<file path="src/rtl/stream_demux_pkg.sv">
// Shared constants and helpers for the registered 1:N stream demultiplexer.
// Latency: n/a (package only).
// Backpressure: n/a (package only).
package stream_demux_pkg;

  localparam int DEF_NUM_CH = 4;
  localparam int DEF_DW     = 8;
  localparam int DEF_CW     = 8;

  // Increment val, clamping at the largest value representable in 'width' bits.
  // Works on a 32-bit container so one helper serves any counter up to 32 bits.
  function automatic logic [31:0] sat_inc(input logic [31:0] val, input int unsigned width);
    logic [31:0] max_val;
    max_val = (width >= 32) ? 32'hFFFF_FFFF : ((32'd1 << width) - 32'd1);
    return (val >= max_val) ? max_val : (val + 32'd1);
  endfunction

endpackage

</file>
<file path="src/rtl/demux_slot.sv">
// One-entry output register for a single demux channel.
// Latency: a load appears on valid/dout on the next rising edge.
// Backpressure: holds dout while valid & ~ready; free lets a new load in when empty or popping.
// Ports: clk, rst (async, active high); load/din from the demux; ready from the consumer;
//        valid/dout to the consumer; free back to the demux for in_ready computation.
module demux_slot #(
  parameter int DW = 8
) (
  input  logic          clk,
  input  logic          rst,
  input  logic          load,
  input  logic [DW-1:0] din,
  input  logic          ready,
  output logic          valid,
  output logic [DW-1:0] dout,
  output logic          free
);

  logic pop;

  // Free when empty, or when the current occupant leaves on this edge.
  assign free = ~valid | ready;
  assign pop  = valid & ready;

  // The demux only raises load when free is high, so a load never overwrites
  // an unconsumed beat. Load and pop on the same edge reloads without a bubble.
  always_ff @(posedge clk or posedge rst) begin
    if (rst) begin
      valid <= 1'b0;
      dout  <= '0;
    end else if (load) begin
      valid <= 1'b1;
      dout  <= din;
    end else if (pop) begin
      valid <= 1'b0;
    end
  end

endmodule

</file>
<file path="src/rtl/stream_demux.sv">
// Registered 1:N stream demultiplexer with unicast/broadcast routing and illegal-select accounting.
// Latency: 1 cycle from accept to out_valid/out_data.
// Backpressure: in_ready follows the selected slot (all slots for broadcast); out_ready -> in_ready is combinational.
// Ports: clk, rst (async, active high); in_valid/in_ready/in_data/in_sel/in_bcast producer side;
//        out_valid/out_ready/out_data per-channel consumer side (channel k at [k*DW +: DW]);
//        err_clr clears err_sel (sticky illegal-select flag) and drop_cnt (saturating drop count).
module stream_demux
  import stream_demux_pkg::*;
#(
  parameter  int NUM_CH = DEF_NUM_CH,
  parameter  int DW     = DEF_DW,
  parameter  int CW     = DEF_CW,
  localparam int SW     = $clog2(NUM_CH)
) (
  input  logic                 clk,
  input  logic                 rst,
  input  logic                 in_valid,
  output logic                 in_ready,
  input  logic [DW-1:0]        in_data,
  input  logic [SW-1:0]        in_sel,
  input  logic                 in_bcast,
  output logic [NUM_CH-1:0]    out_valid,
  output logic [NUM_CH*DW-1:0] out_data,
  input  logic [NUM_CH-1:0]    out_ready,
  input  logic                 err_clr,
  output logic                 err_sel,
  output logic [CW-1:0]        drop_cnt
);

  logic [NUM_CH-1:0] slot_free;
  logic [NUM_CH-1:0] slot_load;
  logic              sel_legal;
  logic              sel_free;
  logic              accept;
  logic              drop;
  logic [CW-1:0]     drop_cnt_inc;

  // Out-of-range selects only exist when NUM_CH is not a power of two.
  // The extra bit keeps the comparison exact for NUM_CH == 2**SW.
  assign sel_legal = ({1'b0, in_sel} < (SW+1)'(NUM_CH));

  always_comb begin
    sel_free = 1'b0;
    for (int k = 0; k < NUM_CH; k++) begin
      if (in_sel == SW'(k)) sel_free = slot_free[k];
    end
  end

  // Illegal unicast beats are always taken so a bad select cannot wedge the producer.
  // in_ready depends only on select/broadcast and slot state, never on in_valid.
  assign in_ready = in_bcast  ? (&slot_free) :
                    sel_legal ? sel_free     : 1'b1;

  assign accept = in_valid & in_ready;
  assign drop   = accept & ~in_bcast & ~sel_legal;

  always_comb begin
    slot_load = '0;
    for (int k = 0; k < NUM_CH; k++) begin
      slot_load[k] = accept & (in_bcast | (in_sel == SW'(k)));
    end
  end

  for (genvar k = 0; k < NUM_CH; k++) begin : g_slot
    demux_slot #(
      .DW(DW)
    ) u_slot (
      .clk  (clk),
      .rst  (rst),
      .load (slot_load[k]),
      .din  (in_data),
      .ready(out_ready[k]),
      .valid(out_valid[k]),
      .dout (out_data[k*DW +: DW]),
      .free (slot_free[k])
    );
  end

  assign drop_cnt_inc = CW'(sat_inc(32'(drop_cnt), CW));

  // A drop in the same cycle as err_clr is counted after the clear, so it survives.
  always_ff @(posedge clk or posedge rst) begin
    if (rst) begin
      err_sel  <= 1'b0;
      drop_cnt <= '0;
    end else if (drop) begin
      err_sel  <= 1'b1;
      drop_cnt <= err_clr ? CW'(1) : drop_cnt_inc;
    end else if (err_clr) begin
      err_sel  <= 1'b0;
      drop_cnt <= '0;
    end
  end

endmodule

</file>
<file path="config.mk">
export PLATFORM = sky130hd
export DESIGN_NAME = stream_demux
export DESIGN_NICKNAME = d
export VERILOG_FILES = /design/src/rtl/stream_demux_pkg.sv /design/src/rtl/demux_slot.sv /design/src/rtl/stream_demux.sv
export SDC_FILE = /design/constraint.sdc
export NUM_CORES = 1
export LEC_CHECK = 0
export CELL_PAD_IN_SITES_DETAIL_PLACEMENT = 1
export CELL_PAD_IN_SITES_GLOBAL_PLACEMENT = 1
export CORE_ASPECT_RATIO = 1.5
export CORE_MARGIN = 8
export CORE_UTILIZATION = 33
export DETAILED_ROUTE_END_ITERATION = 16
export PLACE_DENSITY_LB_ADDON = 0.25
export SETUP_SLACK_MARGIN = 0.15
export SYNTH_ARGS = -nofsm -noshare
export SYNTH_HDL_FRONTEND = slang
export SYNTH_SLANG_ARGS = --single-unit
export TNS_END_PERCENT = 10
</file>
<file path="constraint.sdc">
create_clock -name clk -period 1.96 [get_ports clk]
set_clock_uncertainty 0.05 [all_clocks]
set_input_delay 0.392 -clock clk [delete_from_list [all_inputs] [get_ports clk]]
set_output_delay 0.392 -clock clk [all_outputs]
set_load 0.005 [all_outputs]
</file>
[After elaboration in Yosys (flattened, before gate mapping)]
Cells that the tools add are included.
Word-level totals
  register bits after elaboration: 36
  output and inout bits: 46
  word-level logic and storage cells: 51
Cells by class
  equality and inequality tests: 3
  muxes and demuxes: 13
  bitwise operators: 21
  reduce and logical (&&, ||, !) cells: 6
Operator list (number)
  1-bit 2-to-1 mux: 13
  1-bit bitwise AND: 9
  1-bit OR: 8
  2-bit nonzero test: 4
  2-bit == test, second input constant: 2
  1-bit NOT: 4
  4-bit AND reduction: 1
  2-bit by 1-bit == test with 1-bit output, second input constant: 1
  2-bit zero test: 1

[Logic depth before layout (Yosys ltp)]
Gate-level depths: netlist of the first run.
  word-level depth: 10
  mapped depth: 5
  mapped depth without buffers: 4

[Modules after synthesis]
Synthesis of the first run repeated with hierarchy kept, for this count alone.
Second synthesis, totals
  cell total of the unflattened synthesis: 111
  area, all modules: 1717.9 um^2
By module, submodules not included
  demux_slot: times used 4, cells each 21, area an instance 372.9 um^2, sequential area each 225.2 um^2
  stream_demux: times used 1, cells each 27, area an instance 226.5 um^2, sequential area each 0.0 um^2

[Worst setup path before layout of the first run]
Ideal clock, no wire load.
  kind: input to register
  from: input port in_sel[0]
  to: register g_slot[0].u_slot.dout[0]
  setup time: 0.125 ns
  data arrival time: 1.488 ns
  data required time: 1.785 ns
  slack: 0.297 ns
  stages: 4
  cell sequence: or2_0 -> a221oi_1 -> nand4_2 -> mux2_2
Between the ends
  longest elaborated chain between the ends: 8
  elaborated cells between the ends (all ways): 12
  classes of those cells: eq/ne (3); mux (5); bitwise (3); reduce/logical (1)
Ends and longest elaborated chain
  from (decl): RTL line stream_demux.sv:20  | input logic [SW-1:0] in_sel,
  2-bit zero test: RTL line stream_demux.sv:45, stream_demux.sv:60
  1-bit 2-to-1 mux (4 in a row): RTL line stream_demux.sv:45  | if (in_sel == SW'(k)) sel_free = slot_free[k];
  1-bit 2-to-1 mux: RTL line stream_demux.sv:51  | assign in_ready = in_bcast ? (&slot_free) :
  1-bit bitwise AND: RTL line stream_demux.sv:54  | assign accept = in_valid & in_ready;
  1-bit bitwise AND *: RTL line stream_demux.sv:60  | slot_load[k] = accept & (in_bcast | (in_sel == SW'(k)));
  to (signal assigned): RTL line demux_slot.sv:33  | dout <= din;
  to (decl): RTL line demux_slot.sv:15  | output logic [DW-1:0] dout,
Mark *: on every way between the ends. The rest lies on a longest branch, timed or not.
A chain may end at the register's enable or synchronous reset.

[Worst setup path in the final report of the first run]
  from: register g_slot[1].u_slot.valid
  to: output port in_ready
Between the ends
  longest elaborated chain between the ends: 6
  elaborated cells between the ends (all ways): 7
  classes of those cells: mux (4); bitwise (2); reduce/logical (1)
Ends and longest elaborated chain
  from (decl): RTL line demux_slot.sv:14  | output logic valid,
  from (signal assigned): RTL line demux_slot.sv:29  | valid <= 1'b0;
  from (signal assigned): RTL line demux_slot.sv:32  | valid <= 1'b1;
  from (signal assigned): RTL line demux_slot.sv:35  | valid <= 1'b0;
  1-bit NOT *: RTL line demux_slot.sv:22  | assign free = ~valid | ready;
  1-bit OR *: RTL line demux_slot.sv:22
  1-bit 2-to-1 mux (3 in a row): RTL line stream_demux.sv:45
  1-bit 2-to-1 mux *: RTL line stream_demux.sv:51
  to (decl): RTL line stream_demux.sv:18  | output logic in_ready,
Marks and branches as above.

==> PnR_summary.wiki, run 1 <==
{| class="wikitable"
! Metric !! Value
|-
| Kind of path behind the tightest hold check || input pin to async pin
|-
| CTS hold repair buffers || 0
|-
| Wire length per cell || 17.2 um
|-
| Worst r2r src || g_slot[3].u_slot.valid
|-
| Clock period minus worst slack || around 1.8 ns
|-
| Yosys cell types || 19
|-
| Height of the chip || approximately 100 um
|-
| Clock buffer count from CTS || 5
|-
| Total wire length || roughly 4300 um
|-
| Total leakage power || between 1 and 1.5 nW
|-
| Core Region || between 4000 and 5000 um2
|-
| Net count of the finished layout || 203
|-
| Number of detailed-routing iterations run before antenna repair || 4
|-
| Number of top-level pins || 65
|-
| Post-route clock period utilization || between 90 and 100%
|-
| Post-detailed-route count of antenna-violating nets || 0
|-
| Max Freq || between 0.5 and 0.6 GHz
|-
| Number of DRC markers after the initial detailed-route iteration || 17
|-
| Top fanout value on the critical path || 2
|-
| Status || finished clean
|-
| RD Place Congestion || 0.870
|-
| Sequential Area || around 900 um2
|-
| Wire length of the first global-routing pass || 7010 um
|-
| Total track usage || 12.5%
|-
| CTS clock-pin slew for the worst setup and hold paths || roughly 0.070 ns
|-
| Netlist Area Pre-Place || between 1500 and 2000 um2
|-
| Syn avg cell area || 14.2 um2
|-
| Kind of end point of the critical path || output port
|-
| Final number of hold-violating endpoints || 0
|-
| Die boundary width || a little over 70 um
|-
| Remaining Overflow, GRT || 0
|-
| Die area || roughly 7400 um2
|-
| Setup repair after global routing missed its margin || yes
|-
| Maximum vdd drop || approximately 0.66 mV
|-
| CTS root buffer || clkbuf_8
|-
| Critical path class || flip-flop to output port
|-
| Post-Route Hold Slack || roughly 0.28 ns
|-
| Ratio of cells with drive above 1 in the final layout || about two fifths
|-
| Post-synthesis register bit count || 36
|-
| Kind of start point of the critical path || flip-flop
|-
| Synthesis-to-finish area growth || 53.7%
|-
| Antenna diodes || 0
|-
| Detailed-route DRC error count || 0
|-
| Start point of the critical path || g_slot[1].u_slot.valid
|-
| Multi-input gate area in the final layout || between 600 and 700 um2
|-
| CTS HTree Levels || 2
|-
| Number of max-capacitance violations reported || 0
|-
| Buffers added on ports || 54
|-
| FP Rows || 31
|-
| Clock Tree Buf Depth || 2
|-
| Pin count of the biggest net entering global routing || 33
|-
| Power per cell area || around 1100 nW/um2
|-
| Via count || ~1100
|-
| TritonCTS clock tree || built
|-
| Final HPWL DP || around 3400 um
|-
| Portion of the post-synthesis area used by sequential elements || ~57%
|-
| Number of antenna violations at the first check in global routing || 0
|-
| Number of global-route vias before repair || 1344
|-
| Total Power Consumption || roughly 2.6 mW
|-
| Count of pins over their slew limit || 0
|-
| Most common library cell in the layout ignoring fill and taps || clkdlybuf4s50_1
|-
| Worst endpoint required time || roughly 1.5 ns
|-
| Source-to-sink clock delay at the later pin of the worst-skew pair || ~0.28 ns
|-
| Number of instances in the synthesized netlist || about 110
|-
| TritonCTS sink count || 36
|-
| Setup Viol. Count Final || 0
|-
| Highest-count cells in the layout ignoring fill and taps || clkdlybuf4s50_1 (46), dfrtp_1 (36), mux2_2 (32)
|-
| Fill cells || between 500 and 600
|-
| Average via count per standard cell || roughly 4.5
|-
| Initial core utilization || 33.7%
|-
| Arrival time of data at the critical path endpoint || approximately 1.4 ns
|-
| Yosys Warn Count || 0
|}
registers in the layout, summed over array words and instances, names as in the netlist:
name	count
g_slot.u_slot.dout	32
g_slot.u_slot.valid	4
kinds of logic after synthesis:
group           share of synthesized area [%]
compound gates                           5.42
other cells                             0.235
simple gates                             7.93
buf+inv                                  7.23
flops                                    56.6
mux                                      22.6
worst max-delay path, stage by stage (launching register included):
cell and delay [ns]:
dfrtp_1 0.38, nor2b_4 0.14, a21bo_2 0.20, nand2_1 0.06, a221oi_2 0.16, buf_2 0.15
per-stage QoR:
stage / utilization, % / area (um2) / std cells / setup slack, ns / setup TNS [ns]
final: 51.7 / 2450 / 251 / 0.162 / 0
after global routing: 51.7 / 2450 / 251 / 0.100 / 0
after CTS: 51.2 / 2420 / 250 / 0.133 / 0
after detailed placement: 48.7 / 2300 / 242 / -0.536 / -14.85
after global placement: 48.7 / 2300 / 242 / -0.482 / -12.33
after floorplan: - / 1620 / 120 / 0.297 / 0
what timing repair did:
item                       CTS  global route
pin swaps                    3             0
setup buffers                0             1
setup endpoints to repair   36            17
gates cloned                 0             0
resized for setup           33             3
metal layers:
| layer | wire length [um] | up-vias | track usage [%] |
|---|---|---|---|
| met2 | 2540 | 34 | 23.2 |
| met1 | 1430 | 580 | 12.0 |
| met4 | 93 | 0 | 5.42 |
| met3 | 269 | 9 | 4.18 |
| li1 | - | 517 | - |
| met5 | 0 | - | 0 |
report_power, final:
part           internal (mW)  switching [mW]  total (mW)
registers              0.964           0.119        1.08
clock network          0.286           0.241       0.527
logic                  0.667           0.307       0.974
Yosys cell counts, drive strengths merged:
cell | number | area (um2)
o21bai | 1 | 7.51
buf | 15 | 108
conb | 1 | 3.75
nand2 | 1 | 3.75
a21bo | 2 | 20.0
or2 | 1 | 6.26
nor2b | 4 | 25.0
nand2b | 3 | 18.8
mux2 | 32 | 360
a21o | 1 | 8.76
inv | 2 | 7.51
a222oi | 2 | 20.0
dfrtp | 36 | 901
a211oi | 1 | 7.51
nand4 | 4 | 50.1
or2b | 3 | 22.5
a21oi | 1 | 5.00
a221oi | 2 | 17.5
cell type report:
| class | instances | share of cell area [%] |
|---|---|---|
| repair buffers | 72 | 28.4 |
| flip-flops and latches | 36 | 36.8 |
| multi-input cells | 67 | 27.4 |
| clock buffers | 8 | 3.68 |
| well taps | 66 | 3.37 |
| inverters | 2 | 0.307 |
final timing paths:
check                                            to  slack, ns  cells after the start
max                                        in_ready       0.16                      5
min reg2reg                g_slot[1].u_slot.dout[4]       0.46                      1
min                        g_slot[2].u_slot.dout[4]       0.28                      2
max reg2reg                g_slot[1].u_slot.dout[5]       0.18                      6
max in group asynchronous    g_slot[0].u_slot.valid       1.15                      3
min in group clk           g_slot[1].u_slot.dout[4]       0.46                      1
No activity file was read; power rests on OpenSTA's default activity.
==> run 2, diff against run 1 <==
Settings changed: REMOVE_ABC_BUFFERS from default to 1.
==> run 2 against run 1 <==
Compared with the run above:
- non-clock buffer count rose by 11
- register-to-register slack worse by 0.05 ns
- combinational power rose by 2.1%
- sequential share of layout area shrank 0.90 points
- routed wire length increased by 2.8%
- critical endpoint is now g_slot[2].u_slot.dout[4]
- first-iteration DRC count rose by 41%
==> PnR_summary.wiki, run 2 (synthesis gave the netlist of run 1 again) <==
{| class="wikitable"
! Metric !! Value
|-
| Critical path class || flip-flop to flip-flop
|-
| Arrival time of data at the critical path endpoint || 1.94 ns (+0.58 ns)
|-
| Kind of path behind the tightest hold check || flip-flop to flip-flop
|-
| Placement Setup Slack || -0.578 ns (-0.0421 ns)
|-
| Start point of the critical path || g_slot[0].u_slot.valid
|-
| Largest registers || g_slot.u_slot.dout (32), g_slot.u_slot.valid (4)
|-
| CP max-delay cell || dfrtp_1
|-
| Pin count of the biggest net entering global routing || 37 (+12%)
|-
| Detailed-route DRC error count || 0 (unchanged)
|-
| Met1 wire length || 1540 um (+7.9%)
|-
| Synthesis-to-finish area growth || 57.6%
|-
| Largest stage delay on the critical path || 0.38 ns (about the same)
|-
| Number of DRC markers after the initial detailed-route iteration || 24 (+7)
|-
| Average via count per standard cell || 4.60 (+1.2%)
|-
| Maximum vdd drop || 0.576 mV (-13%)
|-
| Hold Startpoint || g_slot[3].u_slot.dout[6]
|-
| Wire length of the first global-routing pass || 7130 um (+1.8%)
|-
| Antenna diodes || 0 (unchanged)
|-
| RD Place Congestion || 0.859 (-1.3%)
|-
| Status || finished clean
|-
| Reg with most FFs || g_slot.u_slot.dout
|-
| Initial core utilization || 33.7% (unchanged)
|-
| CTS hold repair buffers || 0 (unchanged)
|-
| Number of detailed-routing iterations run before antenna repair || 6 (+2)
|-
| Wire length per cell || 17.0 um (-1.1%)
|-
| Remaining Overflow, GRT || 0 (unchanged)
|-
| Source-to-sink clock delay at the later pin of the worst-skew pair || 0.28 ns (about the same)
|-
| TritonCTS clock tree || built
|-
| CTS HTree Levels || 2 (unchanged)
|-
| Clock buffer count from CTS || 5 (unchanged)
|-
| Dominant delay contributor by cell family on the critical path || flip-flops
|-
| Post-route clock period utilization || 93.3% (+1.6 points)
|-
| Chain of cells forming the critical path || nor2b_4 > buf_6 > a222oi_1 > nand4_2 > buf_6 > mux2_4
|-
| Final HPWL DP || 3320 um (-2.5%)
|-
| Most common library cell in the layout ignoring fill and taps || clkdlybuf4s50_1
|-
| Setup Viol. Count Final || 0 (unchanged)
|-
| Cell Area, Placed || 2290 um2 (-0.43%)
|-
| Setup repair after global routing missed its margin || yes
|-
| CP Buf/Inv Count || 2 (+1)
|-
| Die boundary width || 72.7 um (unchanged)
|-
| Via count || 1200 (+5.3%)
|-
| Total leakage power || 1.12 nW (+4.9%)
|-
| Cell area after layout || 2510 um2 (+2.5%)
|-
| Total track usage || 12.7% (+0.20 points)
|-
| Final number of hold-violating endpoints || 0 (unchanged)
|-
| Largest register FFs || 32 (unchanged)
|-
| TritonCTS sink count || 36 (unchanged)
|-
| Count of pins over their slew limit || 0 (unchanged)
|-
| FP Rows || 31 (unchanged)
|-
| Max Freq || 0.547 GHz (-1.7%)
|-
| Buffers added on ports || 54 (unchanged)
|-
| Routed length on met2 || 2540 um (+0.12%)
|-
| Core Region || 4730 um2 (unchanged)
|-
| Clock Tree Buf Depth || 2 (unchanged)
|-
| Power per cell area || 1050 nW/um2 (-0.99%)
|-
| CTS root buffer || clkbuf_8
|-
| Final setup TNS || 0 ns (unchanged)
|-
| CTS clock-pin slew for the worst setup and hold paths || 0.07 ns (about the same)
|-
| Highest-count cells in the layout ignoring fill and taps || clkdlybuf4s50_1 (46), dfrtp_1 (36), mux2_2 (31)
|-
| Height of the chip || 101 um (unchanged)
|-
| Number of top-level pins || 65 (unchanged)
|-
| Number of global-route vias before repair || 1346 (+0.15%)
|-
| Detailed route wirelength on metal3 || 272 um (+1.1%)
|-
| Number of antenna violations at the first check in global routing || 0 (unchanged)
|-
| Number of max-capacitance violations reported || 0 (unchanged)
|-
| Register-to-register setup slack || 0.13 ns (-0.05 ns)
|-
| Die area || 7350 um2 (unchanged)
|-
| Worst endpoint required time || 2.07 ns (+0.55 ns)
|-
| Worst r2r src || g_slot[0].u_slot.valid
|-
| Total wire length || 4450 um (+2.8%)
|-
| Post-detailed-route count of antenna-violating nets || 0 (unchanged)
|-
| Clock period minus worst slack || 1.83 ns (+0.0304 ns)
|-
| Kind of end point of the critical path || flip-flop
|-
| Ratio of cells with drive above 1 in the final layout || 44.6% (+4.1 points)
|-
| Worst setup slack after layout || 0.132 ns (-0.0304 ns)
|-
| Net count of the finished layout || 214 (+5.4%)
|-
| Top cell by count, worst path || buf_6
|-
| Top fanout value on the critical path || 5 (+3)
|-
| Kind of start point of the critical path || flip-flop
|-
| Topmost layer with routed signal wires || met4
|}
## run 2: cell type report
type	count	area, um2
clock buffers	7	96.3
fillers	500	2220
inverters	2	7.51
multi-input cells	67	666
flip-flops and latches	36	901
well taps	66	82.6
repair buffers	83	757
## run 2: path summary, 6_finish.rpt
| check | end | cells after the start |
|---|---|---|
| max reg2reg | g_slot[2].u_slot.dout[4] | 6 |
| min reg2reg | g_slot[3].u_slot.dout[6] | 1 |
| max in group asynchronous | g_slot[1].u_slot.dout[3] | 3 |
| max | g_slot[2].u_slot.dout[4] | 6 |
| min | g_slot[3].u_slot.dout[6] | 1 |
| min in group asynchronous | g_slot[2].u_slot.dout[7] | 3 |
## run 2: power breakdown
group	total [mW]	switching (mW)	internal (mW)
sequential	1.08	0.120	0.964
combinational	0.994	0.308	0.686
clock	0.545	0.233	0.313
total	2.62	0.661	1.96
## run 2: what timing repair did
item / in CTS / in global routing
hold endpoints to repair: 0 / 0
buffers inserted: 7 / 3
pin swaps: 4 / 2
resized for setup: 30 / 8
endpoints found under the setup margin: 36 / 33
## run 2: through the flow
step | util, % | hold slack, ns | total power [mW] | cells
CTS | 52.7 | 0.460 | 2.65 | 258
detailed placement | 48.5 | 0.444 | 2.06 | 244
global placement | 48.5 | 0.439 | 2.02 | 244
global route | 53.0 | 0.475 | 2.78 | 261
finish | 53.0 | 0.454 | 2.62 | 261
floorplan | - | 0.454 | 1.39 | 105
## run 2: layer usage
layer | up-vias | GRT usage [%]
met3 | 8 | 3.98
met1 | 603 | 12.1
li1 | 544 | -
met2 | 45 | 23.9
met4 | 0 | 5.57
met5 | - | 0
==> run 3, diff against run 2 <==
Settings changed: RECOVER_POWER from default to 50.
==> run 3 against run 2 <==
Compared with the run above:
- combinational power down 4.2%
- cell count unchanged
- maximum frequency is essentially flat
- register-to-register slack about the same
==> PnR_summary.wiki, run 3 (synthesis gave the netlist of run 1 again) <==
{| class="wikitable"
! Metric !! Value
|-
| FP Rows || 31 (unchanged)
|-
| Maximum vdd drop || 0.564 mV (-2.0%)
|-
| Top cell by count, worst path || buf_6
|-
| Clock period minus worst slack || 1.83 ns (+0.00100 ns)
|-
| Critical path class || flip-flop to flip-flop
|-
| Ratio of cells with drive above 1 in the final layout || 44.1% (-0.51 points)
|-
| Power per cell area || 1030 nW/um2 (-1.4%)
|-
| Share of total power in the clock network || 21.2% (+0.4 points)
|-
| Final number of hold-violating endpoints || 0 (unchanged)
|-
| Net load switching power || 0.657 mW (-0.60%)
|-
| Worst Tran Pin Value || about 0.91 ns
|-
| Initial core utilization || 33.7% (unchanged)
|-
| Post-detailed-route count of antenna-violating nets || 0 (unchanged)
|-
| TritonCTS clock tree || built
|-
| Number of DRC markers after the initial detailed-route iteration || 25 (+4.2%)
|-
| Most common library cell in the layout ignoring fill and taps || dfrtp_1
|-
| Number of global-route vias before repair || 1346 (unchanged)
|-
| Register-to-register setup slack || 0.13 ns (about the same)
|-
| Largest stage delay on the critical path || 0.38 ns (about the same)
|-
| Total wire length || 4460 um (+0.31%)
|-
| End point of the worst hold path || g_slot[3].u_slot.dout[6]
|-
| Switching power as a share of total power || 25.5% (+0.30 points)
|-
| Kind of path behind the tightest hold check || flip-flop to flip-flop
|-
| Total leakage power || 1.12 nW (+0.26%)
|-
| Kind of start point of the critical path || flip-flop
|-
| Flop pwr share || 41.9% (+0.6 points)
|-
| Total track usage || 12.7% (unchanged)
|-
| Top fanout value on the critical path || 5 (unchanged)
|-
| Worst endpoint required time || 2.07 ns (about the same)
|-
| Core Region || 4730 um2 (unchanged)
|-
| RD Place Congestion || 0.859 (unchanged)
|-
| Net count of the finished layout || 214 (unchanged)
|-
| Post-route clock period utilization || 93.3% (about the same)
|-
| Multi-input gate area in the final layout || 658 um2 (-1.1%)
|-
| Reg2Reg Depth || 6 (unchanged)
|-
| Highest-count cells in the layout ignoring fill and taps || dfrtp_1 (36), mux2_2 (31), clkdlybuf4s50_1 (29)
|-
| Clock buffer count from CTS || 5 (unchanged)
|-
| R2R Path End || g_slot[2].u_slot.dout[4]
|-
| Hold Startpoint || g_slot[3].u_slot.dout[6]
|-
| Largest registers || g_slot.u_slot.dout (32), g_slot.u_slot.valid (4)
|-
| Average via count per standard cell || 4.64 (+1.0%)
|-
| Buffers added on ports || 54 (unchanged)
|-
| Setup Viol. Count Final || 0 (unchanged)
|-
| Detailed-route DRC error count || 0 (unchanged)
|-
| Int Pwr || 1.92 mW (-2.2%)
|-
| Part of the power in combinational logic || 36.9% (-1.0 points)
|-
| Max Freq || 0.547 GHz (about the same)
|-
| Synthesis-to-finish area growth || 57.0%
|-
| Pin count of the biggest net entering global routing || 37 (unchanged)
|-
| CTS root buffer || clkbuf_8
|-
| Via count || 1212 (+1.0%)
|-
| Count of pins over their slew limit || 0 (unchanged)
|-
| CTS HTree Levels || 2 (unchanged)
|-
| Clock Tree Buf Depth || 2 (unchanged)
|-
| Number of max-capacitance violations reported || 0 (unchanged)
|-
| Number of placed instances, taps included || 244 (unchanged)
|-
| Wire length per cell || 17.1 um (+0.31%)
|-
| Status || finished clean
|-
| Largest register FFs || 32 (unchanged)
|-
| CP Buf/Inv Count || 2 (unchanged)
|-
| Die boundary width || 72.7 um (unchanged)
|-
| Final HPWL DP || 3320 um (unchanged)
|-
| Final setup TNS || 0 ns (unchanged)
|-
| Number of antenna violations at the first check in global routing || 0 (unchanged)
|-
| Number of detailed-routing iterations run before antenna repair || 6 (unchanged)
|-
| Kind of end point of the critical path || flip-flop
|-
| Die area || 7350 um2 (unchanged)
|-
| Worst r2r src || g_slot[0].u_slot.valid
|-
| Headroom to the max-slew limit || slightly below 40%
|-
| Reg with most FFs || g_slot.u_slot.dout
|-
| WP depth || 6 (unchanged)
|-
| Wire length of the first global-routing pass || 7130 um (unchanged)
|-
| CP max-delay cell || dfrtp_1
|-
| Fill cells || 500 (unchanged)
|-
| Antenna diodes || 0 (unchanged)
|-
| CTS clock-pin slew for the worst setup and hold paths || 0.07 ns (about the same)
|-
| Sequential Area || 901 um2 (unchanged)
|-
| TritonCTS sink count || 36 (unchanged)
|-
| Setup repair after global routing missed its margin || yes
|-
| Dominant delay contributor by cell family on the critical path || flip-flops
|-
| Height of the chip || 101 um (unchanged)
|-
| CTS hold repair buffers || 0 (unchanged)
|-
| Arrival time of data at the critical path endpoint || 1.94 ns (about the same)
|-
| Source-to-sink clock delay at the later pin of the worst-skew pair || 0.28 ns (about the same)
|-
| Remaining Overflow, GRT || 0 (unchanged)
|-
| Chain of cells forming the critical path || nor2b_4 > buf_6 > a222oi_1 > nand4_2 > buf_6 > mux2_4
|-
| Number of top-level pins || 65 (unchanged)
|-
| Number of instances on the worst hold path || 1 (unchanged)
|-
| Cell Count, Final, Fillers Out || 261 (unchanged)
|}
==> run 3: cell types whose count changed in the layout (fill, tap and decap cells not counted) <==
cell,change
nor2b_1,+1
clkbuf_2,+1
clkdlybuf4s50_1,-17
dlygate4sd3_1,+17
buf_4,-1
nor2b_4,-1
==> run 3: final cells by class <==
class / instances / share of cell area (%)
flip-flops and latches: 36 / 36.0
repair buffers: 83 / 30.2
inverters: 2 / 0.300
clock buffers: 7 / 3.85
multi-input cells: 67 / 26.3
well taps: 66 / 3.30
==> run 3: worst register-to-register path: stages (launching register included) <==
cell and delay [ns]:
dfrtp_1 0.38, nor2b_4 0.14, buf_6 0.12, a222oi_1 0.37
nand4_2 0.19, buf_6 0.18, mux2_4 0.29
==> run 3: how the worst max path moves through the flow <==
stage / slack, ns / end / start
floorplan: 0.30 / g_slot[0].u_slot.dout[0] / in_sel[0]
global placement: -0.48 / in_ready / in_sel[0]
detailed placement: -0.58 / in_ready / in_sel[0]
CTS: 0.09 / g_slot[2].u_slot.dout[4] / in_bcast
global route: 0.05 / in_ready / g_slot[2].u_slot.valid
finish: 0.13 / g_slot[2].u_slot.dout[4] / g_slot[0].u_slot.valid
==> run 3: timing repair <==
item | in CTS | in global routing
buffers inserted | 7 | 3
pin swaps | 4 | 2
gates resized for setup | 30 | 8
endpoints found under the setup margin | 36 | 33
==> run 3: routing by layer <==
layer / part of all wire [%] / wire, um / vias to the layer above / global-route usage [%]
met4: 2.2 / 97 / 0 / 5.57
met3: 6.0 / 270 / 11 / 3.98
met5: 0 / 0 / - / 0
met2: 57 / 2530 / 45 / 23.9
li1: - / - / 546 / -
met1: 35 / 1560 / 610 / 12.1
==> run 3: through the flow <==
step                hold WS (ns)  cell area [um2]  util [%]  setup WS [ns]  power [mW]
finish                     0.449             2500      52.8          0.131        2.58
global route               0.469             2500      52.8         0.0526        2.73
CTS                        0.460             2490      52.7         0.0922        2.65
detailed placement         0.444             2290      48.5         -0.578        2.06
global placement           0.439             2290      48.5         -0.481        2.02
floorplan                  0.454             1520         -          0.297        1.39
==> run 3: power groups by stage <==
stage               clock [mW]  combinational, mW  sequential [mW]
detailed placement           0              0.957             1.10
floorplan                    0              0.292             1.10
global route             0.592               1.03             1.11
CTS                      0.563              0.999             1.09
finish                   0.546              0.952             1.08
global placement             0              0.932             1.09
